**src/rtl/clk_meter_pkg.sv**
```systemverilog
// Shared types and helpers for the clock period meter.
package clk_meter_pkg;

  typedef enum logic [1:0] {
    StIdle  = 2'd0,
    StArm   = 2'd1,
    StTrack = 2'd2,
    StLock  = 2'd3
  } meter_state_e;

  // Unsigned |a - b|, one bit wider than the operands so the difference never wraps.
  function automatic logic [32:0] abs_diff(input logic [31:0] a, input logic [31:0] b);
    logic [32:0] wa;
    logic [32:0] wb;
    wa = {1'b0, a};
    wb = {1'b0, b};
    return (wa >= wb) ? (wa - wb) : (wb - wa);
  endfunction

endpackage

```
**src/rtl/clk_sync_edge.sv**
```systemverilog
// Two-flop synchronizer plus one delay stage; reports level and single-cycle rise/fall.
module clk_sync_edge (
  input  logic CLK_IN,
  input  logic RST_N,
  input  logic async_in,
  output logic level,
  output logic rise,
  output logic fall
);

  logic s1_q, s2_q, s3_q;

  always_ff @(posedge CLK_IN or negedge RST_N) begin
    if (!RST_N) begin
      s1_q <= 1'b0;
      s2_q <= 1'b0;
      s3_q <= 1'b0;
    end else begin
      s1_q <= async_in;
      s2_q <= s1_q;
      s3_q <= s2_q;
    end
  end

  assign level = s2_q;
  assign rise  = s2_q & ~s3_q;
  assign fall  = ~s2_q & s3_q;

endmodule

```
**src/rtl/clk_period_meter.sv**
```systemverilog
// Measures the period of an asynchronous clock in CLK_IN cycles, with lock and loss detection.
// Define CLK_PERIOD_METER_DUTY_EN to add the HIGH_TIME (high-phase length) output.
module clk_period_meter
  import clk_meter_pkg::*;
#(
  parameter int unsigned CNT_W    = 16,
  parameter int unsigned TIMEOUT  = 1000,
  parameter int unsigned LOCK_CNT = 4,
  parameter int unsigned TOL      = 1
) (
  input  logic             CLK_IN,
  input  logic             RST_N,
  input  logic             CLK_MON,
  output logic [CNT_W-1:0] PERIOD,
  output logic             PERIOD_VLD,
  output logic             LOCKED,
  output logic             LOST
`ifdef CLK_PERIOD_METER_DUTY_EN
  ,
  output logic [CNT_W-1:0] HIGH_TIME
`endif
);

  localparam int unsigned MatchW = $clog2(LOCK_CNT + 1);
  localparam logic [CNT_W-1:0] TimeoutVal = CNT_W'(TIMEOUT);
  localparam logic [CNT_W-1:0] TimeoutLast = CNT_W'(TIMEOUT - 1);
  localparam logic [MatchW-1:0] MatchLast = MatchW'(LOCK_CNT - 1);

  logic mon_level, mon_rise, mon_fall;

  clk_sync_edge u_sync (
    .CLK_IN  (CLK_IN),
    .RST_N   (RST_N),
    .async_in(CLK_MON),
    .level   (mon_level),
    .rise    (mon_rise),
    .fall    (mon_fall)
  );

  meter_state_e      state_q;
  logic [CNT_W-1:0]  cnt_q;
  logic [CNT_W-1:0]  ref_q;
  logic [MatchW-1:0] match_q;
  logic              is_match;
  logic              timeout;

  assign is_match = abs_diff(32'(cnt_q), 32'(ref_q)) <= 33'(TOL);
  // A rise on the timeout cycle is a valid period, so it suppresses the timeout.
  assign timeout  = (state_q != StIdle) && (cnt_q == TimeoutLast) && !mon_rise;

  always_ff @(posedge CLK_IN or negedge RST_N) begin
    if (!RST_N) begin
      cnt_q <= '0;
    end else if (mon_rise) begin
      cnt_q <= CNT_W'(1);
    end else if (cnt_q != TimeoutVal) begin
      cnt_q <= cnt_q + CNT_W'(1);
    end
  end

  always_ff @(posedge CLK_IN or negedge RST_N) begin
    if (!RST_N) begin
      state_q    <= StIdle;
      ref_q      <= '0;
      match_q    <= '0;
      PERIOD     <= '0;
      PERIOD_VLD <= 1'b0;
      LOCKED     <= 1'b0;
      LOST       <= 1'b0;
    end else begin
      PERIOD_VLD <= 1'b0;
      if (timeout) begin
        state_q <= StIdle;
        LOST    <= 1'b1;
        LOCKED  <= 1'b0;
      end else if (mon_rise) begin
        case (state_q)
          StIdle: begin
            state_q <= StArm;
            LOST    <= 1'b0;
          end
          StArm: begin
            state_q    <= StTrack;
            PERIOD     <= cnt_q;
            PERIOD_VLD <= 1'b1;
            ref_q      <= cnt_q;
            match_q    <= MatchW'(1);
          end
          StTrack, StLock: begin
            PERIOD     <= cnt_q;
            PERIOD_VLD <= 1'b1;
            if (!is_match) begin
              state_q <= StTrack;
              LOCKED  <= 1'b0;
              ref_q   <= cnt_q;
              match_q <= MatchW'(1);
            end else if (state_q == StTrack) begin
              match_q <= match_q + MatchW'(1);
              if (match_q == MatchLast) begin
                state_q <= StLock;
                LOCKED  <= 1'b1;
              end
            end
          end
          default: state_q <= StIdle;
        endcase
      end
    end
  end

`ifdef CLK_PERIOD_METER_DUTY_EN
  logic [CNT_W-1:0] hi_cnt_q;
  logic [CNT_W-1:0] hi_cap_q;

  // HIGH_TIME follows the same update/clear events as PERIOD and the IDLE transition.
  always_ff @(posedge CLK_IN or negedge RST_N) begin
    if (!RST_N) begin
      hi_cnt_q  <= '0;
      hi_cap_q  <= '0;
      HIGH_TIME <= '0;
    end else begin
      if (mon_rise) begin
        hi_cnt_q <= CNT_W'(1);
      end else if (mon_level && (hi_cnt_q != TimeoutVal)) begin
        hi_cnt_q <= hi_cnt_q + CNT_W'(1);
      end
      if (mon_fall) begin
        hi_cap_q <= hi_cnt_q;
      end
      if (timeout) begin
        HIGH_TIME <= '0;
      end else if (mon_rise && (state_q != StIdle)) begin
        HIGH_TIME <= hi_cap_q;
      end
    end
  end
`else
  logic unused_mon;
  assign unused_mon = ^{mon_level, mon_fall};
`endif

endmodule

```
**config.mk**
```make
export PLATFORM = sky130hd
export DESIGN_NAME = clk_period_meter
export DESIGN_NICKNAME = d
export VERILOG_FILES = /design/src/rtl/clk_meter_pkg.sv /design/src/rtl/clk_sync_edge.sv /design/src/rtl/clk_period_meter.sv
export SDC_FILE = /design/constraint.sdc
export NUM_CORES = 1
export LEC_CHECK = 0
export ABC_AREA = 1
export BUFFER_PORTS_ARGS = -buffer_cell sky130_fd_sc_hd__buf_4
export CORE_MARGIN = 3
export CORE_UTILIZATION = 50
export CTS_CLUSTER_SIZE = 25
export DETAILED_ROUTE_END_ITERATION = 10
export PLACE_DENSITY = 0.67
export SLEW_MARGIN = 10
export SYNTH_ARGS = -nofsm -noshare
export SYNTH_HDL_FRONTEND = slang
export SYNTH_SLANG_ARGS = --single-unit
```
**constraint.sdc**
```tcl
create_clock -name CLK_IN -period 3.4 [get_ports CLK_IN]
set_input_delay 0.34 -clock CLK_IN [delete_from_list [all_inputs] [get_ports CLK_IN]]
set_output_delay 0.34 -clock CLK_IN [all_outputs]
set_load 0.01 [all_outputs]
```
==> flow_summary.toml <==
[logic_synthesis]
fraction_of_synthesized_cell_area_taken_by_the_top_area_cell_type_pct = 30.08
netlist_area_sq_um = 4908
ys_types = 30
ys_top_cells_by_area = "dfrtp_1, nand2_1, inv_1"
synth_flop_cell = "dfrtp_1"
synth_enable_flop_cells = 0
synth_warnings = 0
synthCells = 772
synth.most_common_cell = "nand2_1"
synth_seq_area_share_pct = 30.08
ys_top_cells_by_count = "nand2_1, inv_1, dfrtp_1"
postSynth.asyncResetShare_pct = 100.0
per_instance_average_area_after_synthesis_sq_um = 6.358
synth_fp_nets = 813
synth.largest_area_cell = "dfrtp_1"
synth-seq-cells = 59

[critical_path]
slowest_stage_cell_cp = "dfrtp_1"
cp_common_cell = "nand2_1"
crit_fanout = 17
cp_num_buf_inv = 4
timing.critical_path.arrival_ps = 3350
path_delay_family = "simple AND/OR/NAND/NOR gates"
critical_path.cell_chain = "inv_1 > ha_4 > nand2_1 > nor2_2 > nand3_1 > nand3_2 > nand2_4 > nand2_8 > clkinvlp_4 > buf_4 > nand2_1 > nand2_1 > nand2_1 > nor2_1 > nand4_2 > nand2_4 > buf_12 > nand2_1 > o21ai_0"
cp-end-kind = "flip-flop"
critical_path.max_stage_delay_ps = 420
critPathRequiredTime_ps = 3600
path_type_of_the_worst_setup_path = "reg2reg"
critical_path.startpoint_type = "flip-flop"

[placement]
routability_congestion = 0.9809
port_buffers = 21
dp.final_hpwl_microns = 10610
dp_cells = 919
preCtsSetupSlack_ps = 151.5
placed_cell_area_sq_um = 5251

[cts]
ctsRootBufferMaster = "clkbuf_8"
clock_path_buffers = 2
clock_sink_count = 59
clk_latency_ps = 320
cts_tree = "done"
total_cts_buffers = 9
cts-htree-levels = 3
clk_pin_slew_worst_paths_ps = 70

[timing]
max-slew-margin-rel_pct = 51.72
grt_setup_unrepaired = "yes"
clock_tree_skew_after_final_layout_ps = 9.808
finalHoldViolCount = 0
fin_hold_ws_ps = 61.62
final_period_minus_worst_setup_slack_ps = 3148
tightest_slew_ps = 724.2
fmax_mhz = 317.7
final_max_slew_viol_count = 0
setup_slack_ps = 252.2
setup-tns-final_ps = 0
final_min_period_over_clock_period_pct = 92.58
finalSetupViolations = 0

[grt]
grt_start_max_net_pins = 60
gr-usage-all-layers_pct = 24.62
grt.overflow.total = 0
first_global_vias = 4622
grt_antenna_before_repair = 0
grt_pass1_wl_microns = 22020

[cells_and_area]
num_antenna_cells = 0
fin_nets = 846
share_of_final_layout_standard_cells_stronger_than_drive_strength_1_pct = 10.62
finish.utilization_pct = 59.35
syn2layout_area_growth_pct = 13.31
post_layout_nonfiller_instances = 939
finalInstanceArea_sq_um = 5562

[power_and_ir_drop]
power_frac_seq_pct = 16.5
power_per_cell_area_nw_per_um2 = 961.5
report.power.total_mw = 5.347
netSwitchingFraction_pct = 54.39
net_switching_mw = 2.908
clock_power_share_pct = 12.4
total_leakage_power_nw = 3.086
vdd_drop_max_mv = 0.4571
comb_power_share_pct = 71.2
p_int_mw = 2.439

[detailed_routing]
drt_first_pass_iters = 5
drt-vias-per-instance = 5.232
route.final.wire_length_microns = 13180
dr_total_vias = 4913
post-route-drc-count = 0
detail_route.wl_per_cell_microns = 14.04
route.antenna.remaining_nets = 0
detailedRoute.firstIterationViolations = 291

[floorplan]
start_util_pct = 52.38
placeable_core_region_sq_um = 9371
rows = 35
die-width_microns = 105.1
die-area_sq_um = 11040
die_height_microns = 105.1
io_pins = 22

[run_status]
outcome = "finished clean"

[worst_hold_path]
path_category_of_the_worst_min_delay_check = "in2async"

[flow_run]
maxCapViolations = 0
==> sequential cells by signal, indices dropped and copies added (netlist names) <==
register	count
PERIOD	16
cnt_q	16
ref_q	16
match_q	3
state_q	2
LOCKED	1
LOST	1
PERIOD_VLD	1
u_sync.level	1
u_sync.s1_q	1
u_sync.s3_q	1
==> area by class of cell <==
class                      instances  area [sq um]
timing repair buffer              40         325.3
sequential                        59          1480
inverter                         135         510.5
tap                              129         161.4
multi-input combinational        560          2872
clock inverter                     4         47.55
clock buffer                      12         165.2
fill                             941          3810
==> cells in the final DEF (no fill, tap or decap), types with 2 or more instances in the layout <==
cell type and instances:
a21oi_1 30, a31oi_1 2, buf_12 2, buf_4 38, clkbuf_8 12, clkinv_2 2
clkinvlp_4 2, dfrtp_1 56, dfrtp_2 3, ha_1 29, ha_2 5, ha_4 2
inv_1 130, inv_2 3, nand2_1 279, nand2_4 2, nand3_1 58, nand4_1 13
nor2_1 50, nor2_2 5, nor3_1 8, nor4_1 5, o21a_1 4, o21ai_0 42
o21ai_1 4, o21ai_2 2, o21bai_1 2, xor2_1 8
==> layer usage <==
layer	global-route usage (%)	vias up	part of all wire (%)
li1	-	2472	-
met1	33.74	2228	46
met2	37.58	166	44
met3	3.212	47	4.5
met4	13.59	0	4.9
met5	0	-	0
==> worst reg2reg max path: cells and delay by family (launching register included) <==
family | cells | cell delay [ps]
simple gates | 13 | 1470
buf+inv | 4 | 700
fa+ha+maj | 1 | 350
flops | 1 | 420
compound gates | 1 | 80
==> worst paths after layout <==
| path | startpoint | endpoint | slack (ps) | cells past startpoint |
|---|---|---|---|---|
| min | RST_N | ref_q[13] | 60 | 1 |
| max in group asynchronous | RST_N | cnt_q[7] | 2800 | 1 |
| max | cnt_q[5] | ref_q[12] | 250 | 19 |
| max reg2reg | cnt_q[5] | ref_q[12] | 250 | 19 |
| min reg2reg | u_sync.s1_q | u_sync.level | 370 | 0 |
| min in group CLK_IN | CLK_MON | u_sync.s1_q | 130 | 1 |
==> power by group through the flow <==
stage | Combinational, mW | Clock (mW) | Sequential (mW)
4_1_cts | 3.60 | 0.672 | 0.875
5_1_grt | 4.32 | 0.710 | 0.895
6_report | 3.81 | 0.661 | 0.880
3_3_place_gp | 3.60 | 0 | 0.883
3_5_place_dp | 3.59 | 0 | 0.887
2_1_floorplan | 2.76 | 0 | 0.869
==> kinds of logic (layout without fill, tap and decap cells) <==
group                    Yosys count  in the layout  synth area share, %
flip-flops                        59             59                30.08
buffers and inverters            153            191                12.64
adder cells (fa/ha/maj)           38             38                9.992
AO/OA/AOI/OAI                     87             87                9.381
AND/OR/NAND/NOR                  427            427                36.48
XOR/XNOR                           8              8                1.428
==> what timing repair did <==
item	4_1_cts	5_1_grt
setup endpoints to repair	0	22
gates resized for setup	0	22
hold buffers	0	0
buffers inserted	0	4
Power figures use the tool's default switching activity.
